[config.mk]
export PLATFORM = sky130hd
export DESIGN_NAME = mod_writeback
export DESIGN_NICKNAME = d
export VERILOG_FILES = /design/src/rtl/mod_writeback_pkg.sv /design/src/rtl/mod_wb_decode.sv /design/src/rtl/mod_writeback.sv
export SDC_FILE = /design/constraint.sdc
export NUM_CORES = 1
export LEC_CHECK = 0
export CORE_AREA = 5 5 192 194
export CTS_BUF_LIST = sky130_fd_sc_hd__clkbuf_8
export DETAILED_ROUTE_END_ITERATION = 8
export DIE_AREA = 0 0 197 199
export DONT_BUFFER_PORTS = 1
export PLACE_DENSITY_LB_ADDON = 0.1
export SLEW_MARGIN = 20
export SYNTH_ARGS = -nofsm -noshare
export SYNTH_HDL_FRONTEND = slang
export SYNTH_SLANG_ARGS = --single-unit
[constraint.sdc]
create_clock -name clk -period 2.6 [get_ports clk]
set_input_delay 0 -clock clk [delete_from_list [all_inputs] [get_ports clk]]
set_output_delay 0 -clock clk [all_outputs]
set_load 0.1 [all_outputs]
[src/rtl/mod_writeback_pkg.sv]
// Shared types and constants for the writeback stage: flag layout, stage
// structs, opcode classes and a few small helpers.
package mod_writeback_pkg;

    localparam int XLEN  = 64;
    localparam int NREGS = 16;

    localparam logic [7:0] OPC_IMUL    = 8'd247;
    localparam logic [7:0] OPC_JE      = 8'd116;
    localparam logic [7:0] OPC_JGE     = 8'd125;
    localparam logic [7:0] OPC_JMP     = 8'd141;
    localparam logic [7:0] OPC_SYSCALL = 8'd5;
    localparam logic [7:0] OPC_PUSH_LO = 8'd80;
    localparam logic [7:0] OPC_PUSH_HI = 8'd87;

    localparam logic [3:0] REG_RAX     = 4'd0;
    localparam logic [3:0] REG_RDX     = 4'd2;
    localparam logic [3:0] EXT_CMP     = 4'd7;
    localparam logic [1:0] DEP_REGBYTE = 2'd2;

    localparam logic [XLEN-1:0] RESET_FLAGS = 64'h2;

    typedef struct packed {
        logic [51:0] rsvd_hi;
        logic        of;
        logic        df;
        logic        if_f;
        logic        tf;
        logic        sf;
        logic        zf;
        logic        res_3;
        logic        af;
        logic        res_2;
        logic        pf;
        logic        res_1;
        logic        cf;
    } flags_reg;

    typedef struct packed {
        logic [XLEN-1:0] rip;
        logic [1:0]      dep;
        logic            sim_end;
        logic [XLEN-1:0] alu_result;
        logic [XLEN-1:0] alu_ext_result;
        logic [3:0]      regbyte;
        logic [3:0]      rmbyte;
        logic [7:0]      opcode;
        logic            jump_flag;
        logic [XLEN-1:0] rflags;
        logic            flags_we;
    } MEM_EX;

    // Only what the second (high-half) write cycle still needs is kept here.
    typedef struct packed {
        logic            valid;
        logic            sim_end;
        logic [XLEN-1:0] ext_result;
    } EX_WB;

    typedef enum logic [1:0] {
        S_IDLE,
        S_HIGH,
        S_DONE
    } wb_state_t;

    function automatic logic opcode_group(input logic [7:0] op);
        return op inside {8'd128, 8'd129, 8'd131};
    endfunction

    // Scoreboard bits are indexed MSB-first: register 0 owns the top bit.
    function automatic logic [NREGS-1:0] dep_mask(input logic [3:0] addr);
        logic [NREGS-1:0] top_bit;
        top_bit = '0;
        top_bit[NREGS-1] = 1'b1;
        return top_bit >> addr;
    endfunction

    function automatic logic [XLEN-1:0] sanitize_flags(input logic [XLEN-1:0] f);
        flags_reg r;
        r = f;
        r.res_1 = 1'b1;
        r.res_2 = 1'b0;
        r.res_3 = 1'b0;
        return r;
    endfunction

endpackage

[src/rtl/mod_wb_decode.sv]
// Combinational opcode classification: does the beat write, where to, and
// does it need the second RDX write.
module mod_wb_decode
    import mod_writeback_pkg::*;
(
    input  logic [7:0] opcode,
    input  logic [3:0] regbyte,
    input  logic [3:0] rmbyte,
    input  logic [1:0] dep,
    output logic       write_en,
    output logic [3:0] dest,
    output logic       is_imul
);

    logic no_write;

    always_comb begin
        is_imul  = (opcode == OPC_IMUL);
        no_write = (opcode == OPC_JE) || (opcode == OPC_JGE) || (opcode == OPC_JMP)
                || (opcode inside {[OPC_PUSH_LO:OPC_PUSH_HI]})
                || (opcode == OPC_SYSCALL)
                || (opcode_group(opcode) && (regbyte == EXT_CMP));
        write_en = !no_write;
        if (is_imul)
            dest = REG_RAX;
        else if (dep == DEP_REGBYTE)
            dest = regbyte;
        else
            dest = rmbyte;
    end

endmodule

[src/rtl/mod_writeback.sv]
// Writeback stage: EX/WB register, single register-file write port with
// IMUL serialisation, architectural RFLAGS, redirects and scoreboard release.
module mod_writeback
    import mod_writeback_pkg::*;
(
    input  logic            clk,
    input  logic            reset,
    input  logic            wb_valid_in,
    output logic            wb_ready,
    input  logic [XLEN-1:0] rip_in,
    input  logic [1:0]      dep_in,
    input  logic            sim_end_in,
    input  logic [XLEN-1:0] alu_result_in,
    input  logic [XLEN-1:0] alu_ext_result_in,
    input  logic [3:0]      regbyte_in,
    input  logic [3:0]      rmbyte_in,
    input  logic [7:0]      opcode_in,
    input  logic            jump_flag_in,
    input  logic [XLEN-1:0] rflags_in,
    input  logic            flags_we_in,
    output logic            rf_we,
    output logic [3:0]      rf_waddr,
    output logic [XLEN-1:0] rf_wdata,
    output logic [XLEN-1:0] rflags_seq,
    output logic            redirect_valid,
    output logic [XLEN-1:0] redirect_pc,
    output logic [NREGS-1:0] dep_clear,
    output logic            sim_done
);

    wb_state_t  state;
    EX_WB       ex_wb;
    logic       dec_write_en;
    logic [3:0] dec_dest;
    logic       dec_is_imul;
    logic       unused_rip;

    assign unused_rip = ^rip_in;

    mod_wb_decode u_decode (
        .opcode   (opcode_in),
        .regbyte  (regbyte_in),
        .rmbyte   (rmbyte_in),
        .dep      (dep_in),
        .write_en (dec_write_en),
        .dest     (dec_dest),
        .is_imul  (dec_is_imul)
    );

    // Only IDLE can take a beat; HIGH owns the write port, DONE is terminal.
    assign wb_ready = (state == S_IDLE);

    always_ff @(posedge clk) begin
        if (reset) begin
            state          <= S_IDLE;
            ex_wb          <= '0;
            rf_we          <= 1'b0;
            rf_waddr       <= '0;
            rf_wdata       <= '0;
            rflags_seq     <= RESET_FLAGS;
            redirect_valid <= 1'b0;
            redirect_pc    <= '0;
            dep_clear      <= '0;
            sim_done       <= 1'b0;
        end else begin
            rf_we          <= 1'b0;
            dep_clear      <= '0;
            redirect_valid <= 1'b0;
            case (state)
                S_IDLE: begin
                    if (wb_valid_in) begin
                        ex_wb <= '{valid: 1'b1, sim_end: sim_end_in,
                                   ext_result: alu_ext_result_in};
                        if (flags_we_in)
                            rflags_seq <= sanitize_flags(rflags_in);
                        if (jump_flag_in) begin
                            redirect_valid <= 1'b1;
                            redirect_pc    <= alu_result_in;
                        end else if (dec_write_en) begin
                            rf_we     <= 1'b1;
                            rf_waddr  <= dec_dest;
                            rf_wdata  <= alu_result_in;
                            dep_clear <= dep_mask(dec_dest);
                        end
                        if (dec_is_imul && !jump_flag_in)
                            state <= S_HIGH;
                        else if (sim_end_in)
                            state <= S_DONE;
                    end else begin
                        ex_wb.valid <= 1'b0;
                    end
                end
                S_HIGH: begin
                    if (ex_wb.valid) begin
                        rf_we     <= 1'b1;
                        rf_waddr  <= REG_RDX;
                        rf_wdata  <= ex_wb.ext_result;
                        dep_clear <= dep_mask(REG_RDX);
                    end
                    ex_wb.valid <= 1'b0;
                    state       <= ex_wb.sim_end ? S_DONE : S_IDLE;
                end
                S_DONE: begin
                    sim_done <= 1'b1;
                end
                default: state <= S_IDLE;
            endcase
        end
    end

endmodule

== Word level (Yosys, flattened, before mapping) ==
Index checks and enable logic that the tools add are counted.

* Output and inout port bits: 216
* Flip-flop bits (word level): 280
* Input bits: 280

* Bitwise gates (word level): 3
* Equal/unequal tests: 17
* Reductions and logical operators: 18
* Shift operators: 1
* Multiplexer cells: 30
* Order comparisons: 2

{| class="wikitable"
|+ Operators by type and width
! kind !! number
|-
| 64-bit two-way mux || 4
|-
| 64-bit one-hot mux with 2 select lines || 1
|-
| 16-bit two-way mux || 3
|-
| 8-bit equality test (second input constant) || 5
|-
| 16-bit one-hot mux with 2 select lines || 1
|-
| 4-bit two-way mux || 6
|-
| 8-bit by 7-bit equality test with 1-bit output (second input constant) || 2
|-
| 16-bit by 4-bit >> shifter with 16-bit output (first input constant) || 1
|-
| 14-bit two-way mux || 1
|-
| 3-bit AND reduction || 3
|-
| 8-bit by 3-bit equality test with 1-bit output (second input constant) || 1
|-
| 8-bit by 7-bit greater-or-equal comparator with 1-bit output (second input constant) || 1
|-
| 8-bit by 7-bit <= comparator with 1-bit output (second input constant) || 1
|-
| 2-bit two-way mux || 4
|-
| 2-bit inequality test (second input constant) || 4
|-
| 4-bit one-hot mux with 2 select lines || 1
|-
| 1-bit two-way mux || 6
|-
| 2-bit one-hot mux with 3 select lines || 1
|-
| 1-bit logical OR || 5
|-
| 5-bit AND reduction || 1
|-
| 2-bit equality test (second input constant) || 2
|-
| 4-bit by 3-bit equality test with 1-bit output (second input constant) || 1
|-
| 1-bit one-hot mux with 2 select lines || 2
|-
| 1-bit logical AND || 3
|-
| 9 further kinds || 11
|}

== Depth between registers and ports, before layout ==
Gate-level depths: netlist of run 1.

* Depth after elaboration: 10
* Depth in mapped cells: 8

== Modules after synthesis ==
From an unflattened synthesis of run 1, not the netlist that was laid out.

* Cell total of the unflattened synthesis: 1226
* Area total of the unflattened synthesis: 10331.2 µm²

{| class="wikitable"
|+ By module, submodules not included
! module !! sequential area each (µm²) !! instances !! area each (µm²) !! cells each
|-
| mod_writeback || 5605.4 || 1 || 10136.0 || 1198
|-
| mod_wb_decode || 0.0 || 1 || 195.2 || 28
|}

== Worst setup path after synthesis of run 1 ==
OpenSTA, ideal clock, no wires.

* Path type: register to register
* From: reg state[1]
* To: reg rf_wdata[56]
* Required time: 2.472 ns
* Period minus slack after synthesis: 3.126 ns
* Stages on the path, launching flop included: 8
* Library setup time: 0.128 ns
* Arrival: 2.998 ns
* Setup slack: -0.526 ns
* Buffers on the path: 2
* Cell sequence: dfxtp_1 nor2_1 and2_1 clkbuf_1 nand2_1 o31ai_2 buf_2 o221ai_2

* Longest elaborated chain between the ends: 3
* Elaborated cells between the ends (all ways): 9
* Those cells by class: 5 x eq/ne; 1 x mux; 3 x reduce/logical

{| class="wikitable"
|+ Ends and longest elaborated chain
! item !! line !! RTL
|-
| start, declared || mod_writeback.sv:31 || <nowiki>wb_state_t state;</nowiki>
|-
| start signal, assigned || mod_writeback.sv:101 || <nowiki>state <= ex_wb.sim_end ? S_DONE : S_IDLE;</nowiki>
|-
| 2-bit zero test (*) || n/a ||
|-
| net wb_ready || mod_writeback.sv:9 || <nowiki>output logic wb_ready,</nowiki>
|-
| 2-bit inequality test (no line) or 2-bit nonzero test (tied branches) || n/a ||
|-
| 5-bit AND reduction (no line) || n/a ||
|-
| end signal, assigned || mod_writeback.sv:82 || <nowiki>rf_wdata <= alu_result_in;</nowiki>
|-
| end signal, assigned || mod_writeback.sv:97 || <nowiki>rf_wdata <= ex_wb.ext_result;</nowiki>
|-
| end, declared || mod_writeback.sv:23 || <nowiki>output logic [XLEN-1:0] rf_wdata,</nowiki>
|}

The timed path passes the listed nets; every way through them passes the cells marked *.
A chain may end at the register's enable or synchronous reset.

== Final worst setup path of run 1 ==
* From: reg state[1]
* To: reg dep_clear[11]

* Longest elaborated chain between the ends: 2
* Elaborated cells between the ends (all ways): 3
* Those cells by class: 1 x eq/ne; 1 x mux; 1 x reduce/logical

{| class="wikitable"
|+ Ends and longest elaborated chain
! item !! line !! RTL
|-
| 2-bit by 1-bit equality test with 1-bit output or 2-bit zero test (tied branches) || mod_writeback.sv:69 || <nowiki>case (state)</nowiki>
|-
| 16-bit one-hot mux with 2 select lines (*) || mod_writeback.sv:69 ||
|-
| end signal, assigned || mod_writeback.sv:83 || <nowiki>dep_clear <= dep_mask(dec_dest);</nowiki>
|-
| end signal, assigned || mod_writeback.sv:98 || <nowiki>dep_clear <= dep_mask(REG_RDX);</nowiki>
|-
| end, declared || mod_writeback.sv:27 || <nowiki>output logic [NREGS-1:0] dep_clear,</nowiki>
|}

Every way passes the cells marked *; elsewhere a longest branch is shown, timed or not.

==> results.cfg, run 1 <==
[global_route]
wire_length_of_the_first_global_routing_pass_um = 63100
globalRouteOverflowTotal = 0
grt_antenna_before_repair = 4
first_global_vias = 11000
grt_max_degree = 205
gr-usage-all-layers_pct = 20.4

[synthesis]
synth-seq-area-share_pct = 50.5
synthesis.yosys.warnings = 0
yosys-mux-area-fraction_pct = 6.70
netlist_top_cells_count = 460 x nand2_1, 280 x dfxtp_1, 197 x a21oi_1
synth_adder_area_share_pct = 0
synth_largest_type_area_fraction_pct = 50.5
synth_enable_flop_cells = 0
synth.largest_area_cell = dfxtp_1
post-synth-top-count-cell = nand2_1
synthSimpleGateAreaFrac_pct = 18.3
postSynthCellCount = 1310
register_bit_count_reported_by_yosys = 280
syn-mean-instance-area_um2 = 8.47
mappedNetlistArea_um2 = 11100
synth_compound_area_share_pct = 18.2
post_synth_cell_types = 39
main_combinational_cell_family_by_area_after_synthesis = simple AND/OR/NAND/NOR gates
ys_async_sr_fraction_pct = 0
synth_xor_area_share_pct = 0
postSynth.topFlopCell = dfxtp_1
synth_top_cells_by_area = dfxtp_1 51%, nand2_1 16%, a21oi_1 8.9%, o221ai_2 8.1%, mux2i_1 6.5%

[detailed_routing]
post-route-drc-count = 0
drtPass1Iterations = 5
drtIter0Drc = 345
viasPerCell = 4.67
detail_route.wirelength_um = 41500
routed_wl_per_cell_um = 18.3
vias = 10600
drt.antenna.violating_nets = 0

[cells_and_area]
multi_input_comb_area_um2 = 4860
instances_no_fill = 2272
drive_gt1_share_pct = 19.9
final_net_count = 2055
filler_instances = 3543
area_growth_pct = 53.0
layout.area.seq_um2 = 5610

[placement]
gpl.final_weighted_congestion = 0.761
dpl.hpwl_um = 25800
preCtsSetupSlack_ns = 0.381
dp_cells = 1887
port_buffers = 0

[floorplanning]
floorplan.rows = 69
pin_count = 496
die_height_um = 199
die_x_um = 197
core_area_um2 = 35100
starting_density_of_the_core_pct = 31.7
floorplan.die_area_um2 = 39200

[worst_hold_path]
hp-start = alu_ext_result_in[13]
hp-class = input port to flop

[timing]
fmax_mhz = 414
final_critical_path_setup_slack_ns = 0.183
drv_slew = 0
slew_headroom_pct = 34.4
post-route-min-period_ns = 2.42
final_min_period_over_clock_period_pct = 92.9
final-hold-violation-count = 0
rsz0062_at_grt = no
slew_at_the_pin_closest_to_its_max_slew_limit_ns = 0.982
clock-skew-final_ns = 0.0192
totalNegativeSetupSlack_ns = 0
timing.final.setup_violations = 0

[setup_path]
crit_arrival_ns = 2.92
startpoint_type = flop
worstPathMaxFanout = 8
setup.worst_path.start = state[1]$_SDFFE_PP0P_
worst_setup_path_endpoint = dep_clear[11]$_SDFF_PP0_
timing.reg2reg.setup_slack_ns = 0.18
regToRegStartpoint = state[1]$_SDFFE_PP0P_
critical_path.endpoint_type = flop
critPathRequiredTime_ns = 3.11
worst-setup-path-type = flop to flop
regToRegEndpoint = dep_clear[11]$_SDFF_PP0_
reg2reg_depth = 6

[cts]
tritoncts = yes
root_cell_of_the_clock_tree = clkbuf_8
clock_path_buffers = 3
insertion_delay_ns = 0.60
num_cts_buffers = 51
clk_pin_slew_worst_paths_ns = 0.06
cts.sink_count = 280
htreeDepth = 2

[flow_run]
cap_violations = 0

[power_and_ir_drop]
powerDensity_nw_per_um2 = 663
max-vdd-ir-drop_uv = 374
p_leak_nw = 7.03

[status]
run_status = completed
[cells in the final DEF, fill, tap and decap left out, types with 2 or more instances in the layout]
cell type        n
a21oi_1        197
buf_12           5
buf_4          204
bufinv_16        2
clkbuf_8        67
clkinv_2         5
conb_1           3
dfxtp_1        279
dlygate4sd3_1  296
inv_1           83
mux2_2           2
mux2i_1         72
nand2_1        458
nand2_2          2
nand3_1          3
nand4_1          3
nor2_1          18
nor2_4           3
nor2b_1          2
nor3_1           8
o21ai_0          3
o221ai_1         4
o221ai_2        60
o31a_1           2
or3_1            4
or3_4            2
or4_1            4
[power by group]
group          leakage [nW]  internal [mW]  switching [mW]
clock                 0.604           2.48            1.87
sequential             2.29           4.50           0.113
combinational          4.14          0.670            1.62
[cell families (layout without fill, tap and decap cells)]
group                  Yosys count  after routing
buffers and inverters          164            663
other                            2              4
AOI/OAI and AO/OA              274            274
muxes                           74             74
DFF                            280            280
and+or+nand+nor                516            516
[registers in the layout, summed over array words and instances (netlist names)]
name	count
ex_wb	66
redirect_pc	64
rf_wdata	64
rflags_seq	61
dep_clear	16
rf_waddr	4
state	2
redirect_valid	1
rf_we	1
sim_done	1
[worst max-delay path, cell delays in order (launching register included)]
cell	delay (ns)
dfxtp_2	0.38
or3b_4	0.44
or3_4	0.38
nor3_1	0.27
nand2_1	0.08
dlygate4sd3_1	0.61
nor3_1	0.17
[worst min path at each step]
stage                                   to  cells past startpoint
2_1_floorplan       ex_wb[64]$_SDFFE_PP0P_                      2
3_3_place_gp        ex_wb[53]$_SDFFE_PP0P_                      1
3_5_place_dp        ex_wb[53]$_SDFFE_PP0P_                      1
4_1_cts        rflags_seq[10]$_SDFFE_PP0P_                      2
5_1_grt        rflags_seq[52]$_SDFFE_PP0P_                      3
6_report            ex_wb[13]$_SDFFE_PP0P_                      3
[what timing repair did]
item / in CTS / in global routing
endpoints found under the hold margin: 280 / 1
resized for setup: 0 / 2
setup endpoints to repair: 0 / 61
buffers inserted: 0 / 0
hold buffers: 295 / 1
[per-layer routing]
layer  GRT usage (%)  up-vias  wire length (µm)
li1                -     5285                 -
met1            22.5     4908             15400
met2            35.3      333             20500
met3            8.79       86              4320
met4            7.27        6              1240
met5               0        -                47
[cell type report]
| class | instances | share of cell area (%) |
|---|---|---|
| diodes | 1 | 0.0147 |
| clock buffers | 67 | 5.43 |
| clock inverters | 21 | 0.811 |
| inverters | 69 | 1.53 |
| multi-input cells | 867 | 28.6 |
| flip-flops and latches | 280 | 33.0 |
| well taps | 461 | 3.40 |
| repair buffers | 506 | 27.1 |
[through the flow]
stage                     hold slack, ns  total power, mW  cell area, µm²  util, %
after floorplan                    0.136             6.30           11100        -
after global placement            0.0931             6.66           12900     36.9
after detailed placement          0.0963             6.68           12900     36.9
after CTS                        -0.0437             11.4           17000     48.4
after global routing              0.0396             11.8           17000     48.4
final                             0.0735             11.3           17000     48.4
(Power assumes the default switching activity.)
==> run 2: changes to the inputs <==
Settings changed: GPL_TIMING_DRIVEN from default to 0.
Clock period 2.6 ns to 2.9 ns, I/O delays scaled along.
==> results.cfg, run 2 (synthesis results as in run 1) <==
[global_route]
grt_antenna_before_repair = 5
wire_length_of_the_first_global_routing_pass_um = 61700
grt_max_degree = 13
globalRouteOverflowTotal = 0
gr-usage-all-layers_pct = 20.4
first_global_vias = 10300

[floorplanning]
starting_density_of_the_core_pct = 31.7
floorplan.rows = 69
pin_count = 496
die_x_um = 197
core_area_um2 = 35100
floorplan.die_area_um2 = 39200
die_height_um = 199

[detailed_routing]
drtIter0Drc = 309
drtPass1Iterations = 4
detail_route.wirelength_um = 41900
post-route-drc-count = 0
drt.antenna.violating_nets = 0
vias = 9937
routed_wl_per_cell_um = 20.0
viasPerCell = 4.75

[cells_and_area]
mostFrequentLayoutCell = nand2_1
max_ffs_per_register = 66
area_growth_pct = 35.9
layout.area.seq_um2 = 5610
stdcell_area_um2 = 15100
final_net_count = 1869
reg.largest.list = ex_wb (66), redirect_pc (64), rf_wdata (64)
mostFrequentLayoutCells = 460 x nand2_1, 280 x dfxtp_1, 225 x dlygate4sd3_1
drive_gt1_share_pct = 10.6
filler_instances = 3564
regMostFlops = ex_wb
utilization_after_layout_pct = 43.0
multi_input_comb_area_um2 = 4830

[setup_path]
critPathRequiredTime_ns = 3.46
critical_path.endpoint_type = flop
worstPathMaxFanout = 8
startpoint_type = flop
crit_arrival_ns = 3.32
worst-setup-path-type = flop to flop

[power_and_ir_drop]
p_leak_nw = 5.37
power.share.combinational_pct = 9.4
pwr-share-clk_pct = 39.8
sequential_group_share_of_total_power_pct = 50.8
powerDensity_nw_per_um2 = 670
switchingPower_mw = 3.35
max-vdd-ir-drop_uv = 317
internal_power_mw = 6.76
netSwitchingFraction_pct = 33.1

[cts]
clock_path_buffers = 3
cts.sink_count = 280
tritoncts = yes
num_cts_buffers = 51
insertion_delay_ns = 0.62
clk_pin_slew_worst_paths_ns = 0.07
root_cell_of_the_clock_tree = clkbuf_8
htreeDepth = 2

[flow_run]
cap_violations = 0

[timing]
totalNegativeSetupSlack_ns = 0
timing.final.setup_violations = 0
slew_headroom_pct = 26.8
slew_at_the_pin_closest_to_its_max_slew_limit_ns = 1.10
drv_slew = 0
final_min_period_over_clock_period_pct = 95.2
finalHoldWorstSlack_ns = 0.0715
rsz0062_at_grt = no
post-route-min-period_ns = 2.76
final-hold-violation-count = 0
fmax_mhz = 362
clock-skew-final_ns = 0.0158

[placement]
gpl.final_weighted_congestion = 0.779
dpl.hpwl_um = 30100
port_buffers = 0
placedInstanceArea_um2 = 11700

[status]
run_status = completed

[worst_hold_path]
hp-class = input port to flop
run 2: routing by layer:
metal	track usage, %	part of all wire (%)
met5	0	0
met4	8.19	3.3
met3	6.84	8.2
met2	35.9	49
met1	22.7	39
run 2: power by group through the flow:
| stage | combinational, mW | clock, mW | sequential, mW |
|---|---|---|---|
| 6_report | 0.947 | 4.03 | 5.13 |
| 3_3_place_gp | 0.657 | 0 | 5.22 |
| 3_5_place_dp | 0.670 | 0 | 5.22 |
| 5_1_grt | 1.04 | 4.31 | 5.16 |
| 4_1_cts | 0.959 | 4.16 | 5.14 |
| 2_1_floorplan | 0.496 | 0 | 5.15 |
run 2: layout make-up:
type	count	share of cell area [%]
multi-input combinational	867	32.0
tap	461	3.82
inverter	69	1.72
antenna	5	0.0830
buffer	94	2.91
clock buffer	63	5.75
clock inverter	27	1.44
timing repair buffer	226	15.1
sequential	280	37.2
run 2: timing repair:
action                                 4_1_cts  5_1_grt
endpoints found under the hold margin      278        0
pin swaps                                    2        0
setup endpoints to repair                  229       48
setup buffers                                1        0
hold buffers                               225        0
resized for setup                            3       15
cloned                                       0        0
run 2: path summary, 6_finish.rpt:
path                                            endpoint  slack [ns]                   start  depth (start not counted)
worst min-delay path             dep_clear[7]$_SDFF_PP0_        0.07            opcode_in[6]                          4
worst max register to register  dep_clear[15]$_SDFF_PP0_        0.14   state[1]$_SDFFE_PP0P_                          6
worst min register to register    ex_wb[64]$_SDFFE_PP0P_        0.46  ex_wb[64]$_SDFFE_PP0P_                          2
worst max-delay path            dep_clear[15]$_SDFF_PP0_        0.14   state[1]$_SDFFE_PP0P_                          6
run 2: per-stage QoR:
step | cells | worst slack (ns) | total power [mW]
finish | 2092 | 0.138 | 10.1
global route | 2091 | 0.00660 | 10.5
CTS | 2088 | 0.0158 | 10.3
detailed placement | 1772 | -0.613 | 5.89
global placement | 1772 | -0.943 | 5.87
floorplan | 1311 | 0.267 | 5.65
run 2: worst max-delay path: stages, from the launching register on:
cell	delay (ns)
dfxtp_1	0.40
or3b_1	0.40
clkbuf_1	0.16
or3_4	0.38
dlygate4sd3_1	0.62
nor3_1	0.19
dlygate4sd3_1	0.56
==> run 3: changes to the inputs <==
Settings changed: CORE_AREA 5 5 192 194 to 5 5 191 193, DIE_AREA 0 0 197 199 to 0 0 196 198, SYNTH_HIERARCHICAL from default to 1.
==> results.cfg, run 3 <==
[setup_path]
worst-setup-path-type = flop to flop
critPathRequiredTime_ns = 3.42
startpoint_type = flop
timing.reg2reg.setup_slack_ns = 0.12
worstPathMaxFanout = 9
critical_path.endpoint_type = flop
crit_arrival_ns = 3.30

[cells_and_area]
max_ffs_per_register = 66
drive_gt1_share_pct = 8.34
mostFrequentLayoutCells = 386 x nand2_1, 280 x dfxtp_1, 232 x dlygate4sd3_1
antenna_cells_inserted = 0
reg.largest.list = ex_wb (66), redirect_pc (64), rf_wdata (64)
area_growth_pct = 37.3
filler_instances = 3496
regMostFlops = ex_wb
mostFrequentLayoutCell = nand2_1
final_net_count = 1793

[status]
run_status = completed

[synthesis]
synth.largest_area_cell = dfxtp_1
netlist_top_cells_count = 386 x nand2_1, 280 x dfxtp_1, 195 x a21oi_1
synth_enable_flop_cells = 0
synthesis.yosys.warnings = 6
ys_async_sr_fraction_pct = 0
synth_largest_type_area_fraction_pct = 54.3
mappedNetlistArea_um2 = 10300
postSynthCellCount = 1226
synth_top_cells_by_area = dfxtp_1 54%, nand2_1 14%, a21oi_1 9.4%, mux2i_1 6.6%, a211oi_1 4.7%
post_synth_cell_types = 39
post-synth-top-count-cell = nand2_1
postSynth.topFlopCell = dfxtp_1
syn-mean-instance-area_um2 = 8.43
synth-seq-area-share_pct = 54.3
register_bit_count_reported_by_yosys = 280

[global_route]
wire_length_of_the_first_global_routing_pass_um = 59400
grt_max_degree = 13
grt_antenna_before_repair = 0
globalRouteOverflowTotal = 0
gr-usage-all-layers_pct = 19.6
first_global_vias = 9842

[floorplanning]
starting_density_of_the_core_pct = 30.1
die_x_um = 196
floorplan.rows = 68
die_height_um = 198
pin_count = 496
core_area_um2 = 34400
floorplan.die_area_um2 = 38800

[detailed_routing]
drtPass1Iterations = 4
met2WireLength_um = 19500
drtIter0Drc = 326
detail_route.wirelength_um = 39900
drt.antenna.violating_nets = 0
highest-signal-layer = met4
viasPerCell = 4.71
vias = 9424
dr_wl_met3_um = 3650
wl_met1_um = 15900
routed_wl_per_cell_um = 19.9
post-route-drc-count = 0

[timing]
slew_headroom_pct = 23.9
final-hold-violation-count = 0
clock-skew-final_ns = 0.0252
rsz0062_at_grt = no
fmax_mhz = 360
timing.final.setup_violations = 0
post-route-min-period_ns = 2.78
finalHoldWorstSlack_ns = 0.0596
totalNegativeSetupSlack_ns = 0
slew_at_the_pin_closest_to_its_max_slew_limit_ns = 1.14
drv_slew = 0
final_min_period_over_clock_period_pct = 95.7

[power_and_ir_drop]
p_leak_nw = 5.19
powerDensity_nw_per_um2 = 690
internal_power_mw = 6.36
pwr-share-clk_pct = 36.2
max-vdd-ir-drop_uv = 380
netSwitchingFraction_pct = 35.0
switchingPower_mw = 3.42
sequential_group_share_of_total_power_pct = 54.1
power.share.combinational_pct = 9.7

[cts]
clk_pin_slew_worst_paths_ns = 0.06
num_cts_buffers = 50
insertion_delay_ns = 0.60
tritoncts = yes
htreeDepth = 2
cts_repair_resize_count = 0
root_cell_of_the_clock_tree = clkbuf_8
clock_path_buffers = 3
cts.sink_count = 280

[placement]
dpl.hpwl_um = 29200
port_buffers = 0
gpl.final_weighted_congestion = 0.800

[flow_run]
cap_violations = 0

[worst_hold_path]
hp-class = input port to flop
run 3: cell types whose count changed in the layout (fill, tap and decap cells not counted), moves of 9 or more:
cell / previous run / this run
clkbuf_1: 65 / 48
clkbuf_2: 11 / 2
nand2_1: 460 / 386
nor2_1: 18 / 85
o221ai_2: 60 / 0
buf_2: 7 / 38
a211oi_1: 1 / 65
inv_1: 84 / 20
run 3: kinds of logic (layout without fill, tap and decap cells):
family          after synthesis  count (layout)  synth area share (%)
other cells                   2               3                0.0727
buf+inv                     101             421                  4.44
flops                       280             280                  54.3
compound gates              272             272                  15.1
simple gates                503             503                  19.5
mux                          68              68                  6.59
run 3: metal layers:
| layer | global-route usage [%] | vias to the layer above |
|---|---|---|
| li1 | - | 4660 |
| met1 | 22.2 | 4358 |
| met2 | 34.6 | 357 |
| met3 | 6.87 | 49 |
| met4 | 6.44 | 0 |
| met5 | 0 | - |
run 3: power groups by stage:
stage,registers (mW),logic (mW),clock network (mW)
finish,5.30,0.946,3.54
global route,5.32,1.05,3.85
CTS,5.30,0.955,3.69
detailed placement,5.38,0.672,0
global placement,5.38,0.662,0
floorplan,5.31,0.495,0
run 3: critical path, stage by stage (launching register included):
cell and delay, ns:
dfxtp_1 0.29, buf_2 0.19, nor3b_2 0.54, and2_1 0.20, buf_2 0.19, nand2_1 0.06
dlygate4sd3_1 0.55, a21oi_1 0.12, dlygate4sd3_1 0.56
run 3: metrics by stage:
stage,cells,total power [mW],worst slack (ns),util [%],area (µm²)
6_report,2002,9.78,0.124,41.3,14200
5_1_grt,2002,10.2,0.00321,41.3,14200
4_1_cts,2000,9.95,0.116,41.2,14200
3_5_place_dp,1682,6.05,0.397,31.7,10900
3_3_place_gp,1682,6.04,0.428,31.7,10900
2_1_floorplan,1227,5.80,0.807,-,10300
run 3: final cells by class:
| cell class | count | area [µm²] | area share (%) |
|---|---|---|---|
| Buffer | 99 | 452 | 3.18 |
| Sequential cell | 280 | 5610 | 39.5 |
| Clock buffer | 61 | 840 | 5.92 |
| Tap cell | 455 | 569 | 4.01 |
| Clock inverter | 25 | 105 | 0.741 |
| Inverter | 2 | 7.51 | 0.0529 |
| Timing Repair Buffer | 234 | 2340 | 16.5 |
| Multi-Input combinational cell | 846 | 4270 | 30.1 |
run 3: repair_timing:
action,in CTS,in global routing
buffers inserted,0,2
endpoints found under the hold margin,278,0
hold buffers,232,0
setup endpoints to repair,0,1
run 3: path summary, 6_finish.rpt:
path | start | to | cells past startpoint
worst max register to register | state[0]$_SDFFE_PP0P_ | rflags_seq[63]$_SDFFE_PP0P_ | 8
worst max-delay path | state[0]$_SDFFE_PP0P_ | rflags_seq[63]$_SDFFE_PP0P_ | 8
worst min register to register | ex_wb[16]$_SDFFE_PP0P_ | ex_wb[16]$_SDFFE_PP0P_ | 2
worst min-delay path | flags_we_in | rflags_seq[53]$_SDFFE_PP0P_ | 5
